### config.mk
export PLATFORM = sky130hd
export DESIGN_NAME = mem_arbiter
export DESIGN_NICKNAME = d
export VERILOG_FILES = /design/src/rtl/mem_arbiter_pkg.sv /design/src/rtl/mem_arbiter.sv
export SDC_FILE = /design/constraint.sdc
export NUM_CORES = 1
export LEC_CHECK = 0
export CORE_UTILIZATION = 43
export CTS_CLUSTER_DIAMETER = 40
export CTS_CLUSTER_SIZE = 30
export DETAILED_ROUTE_END_ITERATION = 8
export PLACE_DENSITY = 0.86
export SLEW_MARGIN = 20
export SYNTH_ARGS = -nofsm -noshare
export SYNTH_HDL_FRONTEND = slang
export SYNTH_SLANG_ARGS = --single-unit
### constraint.sdc
create_clock -name clk_i -period 3.25 [get_ports clk_i]
set_input_delay 0.975 -clock clk_i [delete_from_list [all_inputs] [get_ports clk_i]]
set_output_delay 0.975 -clock clk_i [all_outputs]
set_load 0.05 [all_outputs]
### src/rtl/mem_arbiter_pkg.sv
// Shared types for the single-port bus arbiter between instruction fetch and data access.
package mem_arbiter_pkg;

    localparam int ADDR_W = 32;
    localparam int DATA_W = 32;
    localparam int SEL_W  = 4;

    localparam logic [SEL_W-1:0] SEL_WORD = 4'hF;

    typedef enum logic [2:0] {
        ST_IDLE     = 3'd0,
        ST_IF_ACC   = 3'd1,
        ST_MEM_ACC  = 3'd2,
        ST_IF_DONE  = 3'd3,
        ST_MEM_DONE = 3'd4,
        ST_DRAIN    = 3'd5
    } arb_state_e;

    typedef struct packed {
        logic              we;
        logic [SEL_W-1:0]  sel;
        logic [ADDR_W-1:0] addr;
        logic [DATA_W-1:0] wdata;
    } bus_cmd_t;

    // A fetch is always a full-word read; the write data lane is left as it was.
    function automatic bus_cmd_t fetch_cmd(input logic [ADDR_W-1:0] addr,
                                           input logic [DATA_W-1:0] prev_wdata);
        bus_cmd_t c;
        c.we    = 1'b0;
        c.sel   = SEL_WORD;
        c.addr  = addr;
        c.wdata = prev_wdata;
        return c;
    endfunction

    function automatic bus_cmd_t data_cmd(input logic              we,
                                          input logic [SEL_W-1:0]  sel,
                                          input logic [ADDR_W-1:0] addr,
                                          input logic [DATA_W-1:0] wdata);
        bus_cmd_t c;
        c.we    = we;
        c.sel   = sel;
        c.addr  = addr;
        c.wdata = wdata;
        return c;
    endfunction

endpackage

### src/rtl/mem_arbiter.sv
// Arbitrates instruction fetch and data access onto one registered bus; data wins,
// a flushed fetch is drained, and a data access always runs to completion.
module mem_arbiter
    import mem_arbiter_pkg::*;
(
    input  logic              clk_i,
    input  logic              rst_i,

    input  logic              if_ce_i,
    input  logic [ADDR_W-1:0] if_addr_i,
    output logic [DATA_W-1:0] if_inst_o,

    input  logic              mem_ce_i,
    input  logic              mem_we_i,
    input  logic [SEL_W-1:0]  mem_sel_i,
    input  logic [ADDR_W-1:0] mem_addr_i,
    input  logic [DATA_W-1:0] mem_wdata_i,
    output logic [DATA_W-1:0] mem_rdata_o,

    output logic              if_stallreq_o,
    output logic              mem_stallreq_o,
    input  logic              flush_i,

    output logic              bus_req_o,
    output logic              bus_we_o,
    output logic [SEL_W-1:0]  bus_sel_o,
    output logic [ADDR_W-1:0] bus_addr_o,
    output logic [DATA_W-1:0] bus_wdata_o,
    input  logic [DATA_W-1:0] bus_rdata_i,
    input  logic              bus_ack_i
);

    arb_state_e        state_q, state_d;
    bus_cmd_t          cmd_q, cmd_d;
    logic              bus_req_q, bus_req_d;
    logic [DATA_W-1:0] if_inst_q, if_inst_d;
    logic [DATA_W-1:0] mem_rdata_q, mem_rdata_d;

    always_ff @(posedge clk_i) begin
        if (rst_i) begin
            state_q     <= ST_IDLE;
            cmd_q       <= '0;
            bus_req_q   <= 1'b0;
            if_inst_q   <= '0;
            mem_rdata_q <= '0;
        end else begin
            state_q     <= state_d;
            cmd_q       <= cmd_d;
            bus_req_q   <= bus_req_d;
            if_inst_q   <= if_inst_d;
            mem_rdata_q <= mem_rdata_d;
        end
    end

    always_comb begin
        state_d     = state_q;
        cmd_d       = cmd_q;
        bus_req_d   = bus_req_q;
        if_inst_d   = if_inst_q;
        mem_rdata_d = mem_rdata_q;

        case (state_q)
            ST_IDLE: begin
                if (!flush_i && mem_ce_i) begin
                    cmd_d     = data_cmd(mem_we_i, mem_sel_i, mem_addr_i, mem_wdata_i);
                    bus_req_d = 1'b1;
                    state_d   = ST_MEM_ACC;
                end else if (!flush_i && if_ce_i) begin
                    cmd_d     = fetch_cmd(if_addr_i, cmd_q.wdata);
                    bus_req_d = 1'b1;
                    state_d   = ST_IF_ACC;
                end
            end

            // A flush racing the ack simply drops the instruction.
            ST_IF_ACC: begin
                if (bus_ack_i) begin
                    bus_req_d = 1'b0;
                    if (flush_i) begin
                        state_d = ST_IDLE;
                    end else begin
                        if_inst_d = bus_rdata_i;
                        state_d   = ST_IF_DONE;
                    end
                end else if (flush_i) begin
                    state_d = ST_DRAIN;
                end
            end

            ST_MEM_ACC: begin
                if (bus_ack_i) begin
                    bus_req_d   = 1'b0;
                    mem_rdata_d = bus_rdata_i;
                    state_d     = ST_MEM_DONE;
                end
            end

            ST_IF_DONE, ST_MEM_DONE: begin
                state_d = ST_IDLE;
            end

            ST_DRAIN: begin
                if (bus_ack_i) begin
                    bus_req_d = 1'b0;
                    state_d   = ST_IDLE;
                end
            end

            default: begin
                bus_req_d = 1'b0;
                state_d   = ST_IDLE;
            end
        endcase
    end

    assign if_stallreq_o  = if_ce_i  && (state_q != ST_IF_DONE);
    assign mem_stallreq_o = mem_ce_i && (state_q != ST_MEM_DONE);

    assign if_inst_o   = if_inst_q;
    assign mem_rdata_o = mem_rdata_q;
    assign bus_req_o   = bus_req_q;
    assign bus_we_o    = cmd_q.we;
    assign bus_sel_o   = cmd_q.sel;
    assign bus_addr_o  = cmd_q.addr;
    assign bus_wdata_o = cmd_q.wdata;

endmodule

[Yosys cells after proc, flatten, opt, wreduce, memory -nomap -nowiden]
Cells that the tools add are included.
Word-level totals
  word-level logic and storage cells: 51
  output and inout port bits: 136
  bits in registers: 137
  bits of input ports: 139
Cells by class
  reductions and logical operators: 15
  muxes and demuxes: 14
  eq/ne operators: 12
  bitwise gates (word level): 2
Operators by type and width (number)
  $mux W69: 2
  $mux W3: 6
  $pmux W3 S4: 1
  $ne A3 B3 Y1 const B: 3
  $eq A3 B2 Y1 const B: 2
  $eq A3 B3 Y1 const B: 2
  $reduce_and A2 Y1: 3
  $reduce_and A3 Y1: 2
  $logic_and A1 B1 Y1: 4
  $ne A2 B2 Y1 const B: 2
  $reduce_and A4 Y1: 1
  $eq A3 B1 Y1 const B: 1
  $logic_not A3 Y1: 1
  $mux W1: 3
  $ne A3 B2 Y1 const B: 1
  $pmux W1 S3: 1
  $reduce_or A3 Y1: 1
  $mux W2: 1
  $ne A2 B1 Y1 const B: 1
  $not A1 Y1: 2
  $reduce_bool A2 Y1: 1
  $reduce_or A2 Y1: 1
  $logic_not A1 Y1: 1

[Logic depth before layout (Yosys ltp)]
Gate-level depths: netlist (run 1).
  depth after elaboration: 5
  gate-level depth with buffers: 7
  depth with buffers taken out: 4

[Worst setup path after synthesis (run 1)]
Ideal clock, no wire load.
  path kind: input to output
  from: input port if_ce_i
  to: output port if_stallreq_o
  data arrival time: 2114 ps
  stages: 1
  slack: 161 ps
  path through: a21boi_0
On the way
  word-level cells in the longest chain between the ends: 1
RTL lines
  start, declared: line mem_arbiter.sv:9  | input logic if_ce_i,
  $logic_and A1 B1 Y1: line mem_arbiter.sv:116  | assign if_stallreq_o = if_ce_i && (state_q != ST_IF_DONE);
  end, declared: line mem_arbiter.sv:20  | output logic if_stallreq_o,
No other way between the ends.

[Worst setup path after layout (run 1)]
Ends and elaborated chain as after synthesis.

==> run_results.csv, run 1 <==
group,metric,value,unit
critical_path,cp.arrival,2.03,ns
cells_and_area,drive_gt1_share,8.37,%
clock_tree,htreeDepth,4,
global_routing,antenna_found_initial,1,
critical_path,crit_type,"input port to output port",
routing,viasPerCell,4.95,
routing,wire_per_inst,15.4,um
synthesis,syn-cell-area,5340,um^2
synthesis,syn_area_per_cell,8.58,um^2
floorplan,die_h,113,um
timing,holdWs,0.451,ns
status,status,"finished clean",
timing,fin_crit,3.01,ns
pwr,power_density,568,nW/um^2
routing,via_count,5214,
routing,wl,16300,um
floorplan,io_pins,275,
worst_hold_path,hold_class,"register to register",
timing,tns,0,ns
timing,tightest_slew,0.586,ns
critical_path,crit_path_start_kind,"input port",
floorplan,die_area,12900,um^2
global_routing,grt_remaining_overflow,0,
synthesis,synth_cell_type_count,33,
timing,report.final.slew_viol_count,0,
clock_tree,postCtsSetupRepairBufs,0,
floorplan,start_util,44.3,%
timing,max_clock_freq,333,MHz
floorplan,rows,40,
clock_tree,holdBufCountCts,0,
timing,grt_setup_unrepaired,"false",
synthesis,synth_most_common_cell,"nand2_1",
critical_path,cp_data_required_time,2.27,ns
pwr,irDropWorstVdd,0.384,mV
synthesis,yosysTopAreaCell,"dfxtp_1",
timing,setup_viol,0,
routing,drc,0,
clock_tree,cts.sinks,137,
clock_tree,clk_path_buf_depth,2,
timing,finClkSkew,0.00420,ns
synthesis,synth_seq_cells,137,
global_routing,track_usage,25.3,%
pwr,power.switching_fraction,29.8,%
global_routing,grt_pass1_vias,4911,
placed_design,port_buffers,274,
timing,finalHoldViolCount,0,
clock_tree,clk_latency,0.41,ns
timing,period_share,92.5,%
timing,slew-limit-headroom,60.8,%
synthesis,synth_top_cell_area_share,51.4,%
synthesis,synthCells,622,
synthesis,ys_seq_area_share,51.4,%
critical_path,cp-end-kind,"output port",
global_routing,grt_pass1_wl,25000,um
synthesis,synth.area.top_cells,"dfxtp_1, nand2_1, a21oi_1, mux2i_1, a211oi_2",
synthesis,synth_nets,761,
pwr,power_leakage,0.00319,uW
synthesis,synth_edf_count,0,
cells_and_area,nFillCells,891,
clock_tree,cts.repair.resized,0,
cells_and_area,syn_to_final_growth,64.7,%
global_routing,grt_max_degree,101,
synthesis,yosys_warnings,0,
clock_tree,cts_tree,"built",
critical_path,critPathMaxFanout,2,
placed_design,hpwlAfterDp,11200,um
routing,drt_first_pass_iters,4,
floorplan,core,12100,um^2
synthesis,async_reset_ff_share,0,%
pwr,seq_power_share,37.4,%
floorplan,die_w,113,um
clock_tree,cts-root-buf,"clkbuf_16",
cells_and_area,fin_nets,1011,
run,drv_cap,0,
clock_tree,clkTransAtPathRegs,0.05,ns
pwr,cellInternalPower,3500,uW
routing,drt_iter0_drc,491,
pwr,pwr-share-clk,38.3,%
pwr,p_switching,1490,uW
synthesis,synth.cells.most_frequent,"nand2_1, dfxtp_1, a21oi_1, nor2_1, mux2i_1",
pwr,pwr-share-comb,24.3,%
placed_design,gp_congestion,0.782,
clock_tree,numCtsBuffers,17,
synthesis,synth_ff_type,"dfxtp_1",
routing,drtAntennaViolNets,0,
## through the flow
stage / total power, uW / cells / worst slack, ns / util [%] / area, um^2
floorplan: 2630 / 622 / 0.161 / - / 5340
global placement: 3090 / 1021 / 0.280 / 67.9 / 8190
detailed placement: 3110 / 1021 / 0.250 / 67.9 / 8190
CTS: 5020 / 1052 / 0.245 / 72.8 / 8790
global route: 5180 / 1053 / 0.166 / 72.9 / 8790
finish: 4990 / 1053 / 0.243 / 72.9 / 8790
## sequential cells by signal (all words and copies together) (netlist names)
signal	cells
bus_sel_o	4
bus_we_o	1
if_inst_o	32
mem_rdata_o	32
bus_wdata_o	32
bus_req_o	1
state_q	3
bus_addr_o	32
## placed cells by master (no fill, tap or decap), types with 3 or more instances in the layout
cell               n
nor2_1            39
a21oi_1           99
clkdlybuf4s50_1  271
clkinv_2           3
nand2_1          197
dfxtp_1          137
clkbuf_8           5
buf_4              5
o22ai_1            4
mux2i_1           34
a211oi_1           6
nand2b_1           3
buf_12             7
clkbuf_16         17
a211oi_2          26
## per-layer routing
layer,global-route usage [%],vias to the layer above,share of wire [%],routed length [um]
met4,11.8,0,2.6,417
met1,26.5,2393,38,6220
li1,-,2589,-,-
met3,10.4,32,9.3,1520
met2,44.3,200,50,8110
met5,0,-,0,0
## area by class of cell
cell class                 instances  area [um^2]  share of cell area, %
sequential                       137         2740                   31.2
multi-input combinational        432         2350                   26.7
inverter                           1         3.75                 0.0427
clock inverter                     7         90.1                   1.03
timing repair buffer             283         2890                   32.9
antenna                            1         2.50                 0.0285
clock buffer                      24          502                   5.71
tap                              168          210                   2.39
## worst paths after layout
path                                   start                           to  cells past startpoint  slack [ns]
setup / recovery                     if_ce_i                if_stallreq_o                      3        0.24
hold / removal    if_inst_o[14]$_SDFFE_PP0P_   if_inst_o[14]$_SDFFE_PP0P_                      2        0.45
setup reg to reg     state_q[2]$_SDFFE_PP0P_  bus_addr_o[11]$_SDFFE_PP0P_                      5        1.41
hold reg to reg   if_inst_o[14]$_SDFFE_PP0P_   if_inst_o[14]$_SDFFE_PP0P_                      2        0.45
## worst max-delay path: stages
cell and delay [ns]:
clkdlybuf4s50_1 0.49, a21boi_0 0.38, buf_12 0.19
## power by group through the flow
stage	clock network [uW]	logic (uW)	registers, uW
after global routing	2020	1280	1880
final	1910	1210	1870
after detailed placement	0	1210	1900
after global placement	0	1200	1890
after floorplan	0	363	2270
after CTS	1940	1220	1870
## cell families (layout without fill, tap and decap cells)
family                 after synthesis  in the layout  share of synthesized area, %
other                                0              1                             0
and+or+nand+nor                    255            255                          19.2
muxes                               35             35                          6.59
DFF                                137            137                          51.4
buffers and inverters               53            315                          5.11
AOI/OAI and AO/OA                  142            142                          17.7
(Power assumes the default switching activity.)
==> run 2: changes to the inputs <==
--- a/config.mk
+++ b/config.mk
@@ -5,6 +5,8 @@
 export SDC_FILE = /design/constraint.sdc
 export NUM_CORES = 1
 export LEC_CHECK = 0
+export ABC_AREA = 1
+export CORE_MARGIN = 2
 export CORE_UTILIZATION = 43
 export CTS_CLUSTER_DIAMETER = 40
 export CTS_CLUSTER_SIZE = 30
==> run_results.csv, run 2 <==
group,metric,value,unit
synthesis,synth_cell_type_count,27,
timing,fin_crit,2.87,ns
run,drv_cap,0,
timing,slew-limit-headroom,55.4,%
routing,drtAntennaViolNets,0,
clock_tree,cts_tree,"built",
pwr,power_leakage,0.00361,uW
placed_design,post_dp_cell_area,8210,um^2
clock_tree,holdBufCountCts,0,
cells_and_area,post_layout_nonfiller_instances,1110,
floorplan,start_util,44.3,%
critical_path,crit_type,"input port to output port",
synthesis,synth.cells.most_frequent,"nor2_1, dfxtp_1, o21ai_0, nand3_1, nand2_1",
cells_and_area,fin_nets,1068,
status,status,"finished clean",
global_routing,grt_remaining_overflow,0,
synthesis,async_reset_ff_share,0,%
routing,drt_first_pass_iters,5,
critical_path,cp.arrival,1.90,ns
synthesis,synth_mux_area_share,0,%
cells_and_area,final_area,8760,um^2
timing,grt_setup_unrepaired,"false",
clock_tree,cts.sinks,137,
routing,viasPerCell,5.02,
critical_path,critPathMaxFanout,2,
synthesis,synth-xor-area-share,0,%
clock_tree,cts-root-buf,"clkbuf_16",
routing,drt_iter0_drc,523,
clock_tree,clkTransAtPathRegs,0.06,ns
synthesis,syn-cell-area,5360,um^2
synthesis,synth_edf_count,0,
timing,setup_viol,0,
critical_path,crit_path_start_kind,"input port",
global_routing,antenna_found_initial,0,
synthesis,synth_ff_type,"dfxtp_1",
cells_and_area,drive_gt1_share,6.37,%
placed_design,pre_cts_slack,0.359,ns
synthesis,yosysTopAreaCell,"dfxtp_1",
timing,period_share,88.4,%
timing,finalHoldViolCount,0,
timing,tightest_slew,0.667,ns
synthesis,yosys_warnings,0,
pwr,irDropWorstVdd,0.474,mV
cells_and_area,diodes,0,
floorplan,die_w,116,um
clock_tree,numCtsBuffers,17,
timing,setup_ws,0.376,ns
clock_tree,clk_path_buf_depth,2,
critical_path,critical_path.max_stage_delay,0.49,ns
floorplan,io_pins,275,
floorplan,rows,40,
floorplan,die_area,13400,um^2
synthesis,synth.area.top_cells,"dfxtp_1, nor2_1, o21ai_0, nand3_1, o211a_1",
timing,report.final.slew_viol_count,0,
clock_tree,postCtsSetupRepairBufs,0,
placed_design,dp_cells,1078,
global_routing,grt_pass1_wl,26400,um
critical_path,cp_data_required_time,2.27,ns
synthesis,synth_simple_gate_area_share,21.8,%
global_routing,track_usage,25.4,%
timing,finClkSkew,0.00792,ns
synthesis,synth-compound-area-share,19.1,%
cells_and_area,fin_util,72.3,%
routing,via_count,5567,
synthesis,synth_nets,812,
placed_design,hpwlAfterDp,12000,um
timing,tns,0,ns
cells_and_area,syn_to_final_growth,63.3,%
critical_path,crit_chain,"clkdlybuf4s50_1 > inv_1 > a31oi_2 > buf_12",
synthesis,synth_most_common_cell,"nor2_1",
synthesis,synth_top_family_by_area,"simple AND/OR/NAND/NOR gates",
critical_path,cp-end-kind,"output port",
synthesis,synthCells,673,
worst_hold_path,hold_class,"register to register",
routing,wl,17200,um
placed_design,gp_congestion,0.774,
critical_path,cp_slowest_cell,"clkdlybuf4s50_1",
synthesis,syn_area_per_cell,7.97,um^2
global_routing,grt_pass1_vias,5358,
cells_and_area,mostFrequentLayoutCell,"clkdlybuf4s50_1",
placed_design,port_buffers,274,
floorplan,core,12100,um^2
clock_tree,cts.repair.resized,0,
synthesis,synthAdderAreaFrac,0,%
routing,wire_per_inst,15.5,um
clock_tree,clk_latency,0.42,ns
synthesis,synth_seq_cells,137,
floorplan,die_h,116,um
synthesis,ys_seq_area_share,51.2,%
routing,drc,0,
timing,max_clock_freq,348,MHz
cells_and_area,layout_common_cells,"clkdlybuf4s50_1, nor2_1, dfxtp_1, o21ai_0, nand3_1",
synthesis,synth_top_cell_area_share,51.2,%
global_routing,grt_max_degree,72,
clock_tree,htreeDepth,4,
pwr,power_density,604,nW/um^2
[run 2: cell types whose count changed after synthesis, sizes merged, moves of 4 or more]
cell,delta
o22ai,-4
nand2,-148
o21ai,+100
nor2,+107
nand2b,-4
nand3,+72
a21oi,-64
buf,-5
o211a,+32
a211oi,-32
inv,+44
mux2i,-34
[run 2: layout make-up]
cell class	count	area [um^2]
fill	948	3350
timing repair buffer	286	2890
sequential	137	2740
inverter	45	173
clock buffer	21	470
clock inverter	11	72.6
tap	168	210
multi-input combinational	442	2200
[run 2: where the power goes]
group / internal [uW] / switching (uW)
clock: 1030 / 724
combinational: 585 / 998
sequential: 1850 / 96.7
[run 2: path summary, 6_finish.rpt]
check | start | end | slack, ns | cells past startpoint
worst min register to register | mem_rdata_o[14]$_SDFFE_PP0P_ | mem_rdata_o[14]$_SDFFE_PP0P_ | 0.44 | 2
worst min-delay path | mem_rdata_o[14]$_SDFFE_PP0P_ | mem_rdata_o[14]$_SDFFE_PP0P_ | 0.44 | 2
worst max register to register | state_q[2]$_SDFFE_PP0P_ | mem_rdata_o[25]$_SDFFE_PP0P_ | 1.32 | 5
worst max-delay path | mem_ce_i | mem_stallreq_o | 0.38 | 4
[run 2: per-stage QoR]
| stage | hold WS, ns | power [uW] |
|---|---|---|
| after floorplan | 0.559 | 2960 |
| after global placement | 0.430 | 3540 |
| after detailed placement | 0.437 | 3560 |
| after CTS | 0.446 | 5320 |
| after global routing | 0.458 | 5510 |
| final | 0.444 | 5290 |
[run 2: worst max-delay path: cells and delay by family]
kind,cells,cell delay [ns]
AO/OA/AOI/OAI,1,0.20
buffers and inverters,3,0.72
[run 2: logic make-up after synthesis]
logic type / Yosys count
flip-flops: 137
buffers and inverters: 94
AO/OA/AOI/OAI: 171
AND/OR/NAND/NOR: 271
[run 2: layer usage]
metal  vias up  wire [um]  GRT usage (%)
met3        33       1690           11.6
li1       2740          -              -
met5         -          0              0
met1      2520       6670           27.3
met2       274       8440           44.2
met4         0        424           8.97
==> run 3: changes to the inputs <==
--- a/config.mk
+++ b/config.mk
@@ -5,11 +5,10 @@
 export SDC_FILE = /design/constraint.sdc
 export NUM_CORES = 1
 export LEC_CHECK = 0
-export ABC_AREA = 1
+export ABC_AREA = 0
 export CORE_MARGIN = 2
 export CORE_UTILIZATION = 43
-export CTS_CLUSTER_DIAMETER = 40
-export CTS_CLUSTER_SIZE = 30
+export CTS_CLUSTER_SIZE = 25
 export DETAILED_ROUTE_END_ITERATION = 8
 export PLACE_DENSITY = 0.86
 export SLEW_MARGIN = 20
==> run_results.csv, run 3 (synthesized netlist as in run 1, its figures left out) <==
group,metric,value,unit
cells_and_area,diodes,0,
pwr,irDropWorstVdd,0.454,mV
timing,max_clock_freq,332,MHz
clock_tree,numCtsBuffers,17,
timing,fin_crit,3.01,ns
timing,holdWs,0.451,ns
floorplan,die_w,115,um
placed_design,gp_congestion,0.780,
clock_tree,holdBufCountCts,0,
routing,wire_per_inst,16.0,um
routing,drt_first_pass_iters,4,
clock_tree,clk_latency,0.41,ns
global_routing,grt_max_degree,71,
pwr,power_density,584,nW/um^2
clock_tree,htreeDepth,4,
routing,via_count,5236,
global_routing,gr-usage-met2,43.4,%
critical_path,critPathMaxFanout,2,
critical_path,cp.depth,3,
critical_path,endpoint,"if_stallreq_o",
clock_tree,cts.repair.resized,0,
clock_tree,clk_path_buf_depth,2,
timing,setup_viol,0,
timing,slew-limit-headroom,51.8,%
clock_tree,clkTransAtPathRegs,0.06,ns
pwr,power_leakage,0.00322,uW
placed_design,pre_cts_slack,0.269,ns
critical_path,cp-end-kind,"output port",
timing,tns,0,ns
critical_path,cp_slowest_cell,"clkdlybuf4s50_1",
floorplan,die_h,115,um
routing,viasPerCell,4.96,
cells_and_area,drive_gt1_share,9.01,%
floorplan,die_area,13300,um^2
cells_and_area,mostFrequentLayoutCell,"clkdlybuf4s50_1",
timing,setup_ws,0.236,ns
floorplan,core,12100,um^2
critical_path,r2r-start,"state_q[1]$_SDFFE_PP0P_",
global_routing,grtUsageMet1,26.0,%
placed_design,port_buffers,274,
global_routing,grt_pass1_vias,5108,
global_routing,met3_usage,9.52,%
critical_path,worstSetupStartpoint,"if_ce_i",
routing,drtAntennaViolNets,0,
cells_and_area,fin_nets,1014,
pwr,power,5170,uW
global_routing,grt.busiest_layer,"met2",
critical_path,crit_path_start_kind,"input port",
worst_hold_path,hold_class,"register to register",
routing,drc,0,
critical_path,r2r_cells,5,
timing,finClkSkew,0.00341,ns
critical_path,critPathBufInv,2,
clock_tree,cts.sinks,137,
critical_path,r2r_slack,1.30,ns
critical_path,r2r-end,"bus_addr_o[10]$_SDFFE_PP0P_",
critical_path,critical_path.max_stage_delay,0.50,ns
timing,report.final.slew_viol_count,0,
floorplan,io_pins,275,
cells_and_area,layout_common_cells,"clkdlybuf4s50_1, nand2_1, dfxtp_1, a21oi_1, nor2_1",
critical_path,crit_chain,"clkdlybuf4s50_1 > a21boi_0 > buf_12",
status,status,"finished clean",
run,drv_cap,0,
critical_path,path_delay_family,"buffers and inverters",
global_routing,grt_remaining_overflow,0,
clock_tree,cts-root-buf,"clkbuf_16",
floorplan,start_util,44.3,%
routing,wl,16900,um
critical_path,crit_type,"input port to output port",
critical_path,cp.arrival,2.04,ns
critical_path,cp_data_required_time,2.27,ns
timing,period_share,92.7,%
placed_design,hpwlAfterDp,11800,um
timing,tightest_slew,0.723,ns
floorplan,rows,40,
global_routing,track_usage,24.8,%
clock_tree,postCtsSetupRepairBufs,0,
timing,finalHoldViolCount,0,
timing,grt_setup_unrepaired,"false",
routing,drt_iter0_drc,328,
clock_tree,cts_tree,"built",
global_routing,grt_pass1_wl,25400,um
cells_and_area,syn_to_final_growth,65.8,%
global_routing,antenna_found_initial,0,
==> run 3: cell types whose count changed in the layout (fill, tap and decap cells not counted), sizes merged, moves of 4 or more <==
| cell | delta |
|---|---|
| nand2 | +148 |
| bufinv | +4 |
| a21oi | +64 |
| mux2i | +34 |
| o22ai | +4 |
| nor2 | -107 |
| o21ai | -100 |
| clkinv | -4 |
| nand3 | -72 |
| nand2b | +4 |
| o211a | -32 |
| inv | -43 |
| a211oi | +32 |
==> run 3: stage by stage <==
step / cell area (um^2) / cells / utilization [%]
5_1_grt: 8850 / 1056 / 73.4
3_5_place_dp: 8200 / 1024 / 68.0
2_1_floorplan: 5340 / 622 / -
6_report: 8850 / 1056 / 73.4
3_3_place_gp: 8200 / 1024 / 68.0
4_1_cts: 8850 / 1056 / 73.4
==> run 3: routing by layer <==
layer / part of all wire (%) / vias up
met5: 0 / -
met4: 3.7 / 0
met1: 38 / 2399
li1: - / 2585
met3: 9.0 / 43
met2: 49 / 209
==> run 3: worst min-delay path: stages, from the launching register on <==
cell     delay [ns]
dfxtp_1        0.31
nand2_1        0.05
a21oi_1        0.05
==> run 3: worst min-delay path by stage <==
stage | start | cells past startpoint | to | slack [ns]
after floorplan | state_q[2]$_SDFFE_PP0P_ | 2 | state_q[1]$_SDFFE_PP0P_ | 0.56
after global placement | mem_rdata_o[18]$_SDFFE_PP0P_ | 2 | mem_rdata_o[18]$_SDFFE_PP0P_ | 0.44
after detailed placement | if_inst_o[9]$_SDFFE_PP0P_ | 2 | if_inst_o[9]$_SDFFE_PP0P_ | 0.45
after CTS | if_inst_o[24]$_SDFFE_PP0P_ | 2 | if_inst_o[24]$_SDFFE_PP0P_ | 0.45
after global routing | if_inst_o[9]$_SDFFE_PP0P_ | 2 | if_inst_o[9]$_SDFFE_PP0P_ | 0.47
final | if_inst_o[18]$_SDFFE_PP0P_ | 2 | if_inst_o[18]$_SDFFE_PP0P_ | 0.45
==> run 3: final cells by class <==
type,count,area [um^2]
clock buffer,21,480
clock inverter,11,166
fill,888,3210
inverter,1,3.75
multi-input combinational,432,2350
sequential,137,2740
tap,168,210
timing repair buffer,286,2900
==> run 3: report_power, final <==
| group | switching (uW) | leakage, uW | internal (uW) |
|---|---|---|---|
| sequential | 70.9 | 0.00112 | 1800 |
| clock | 722 | 0.000311 | 1360 |
| combinational | 733 | 0.00179 | 481 |
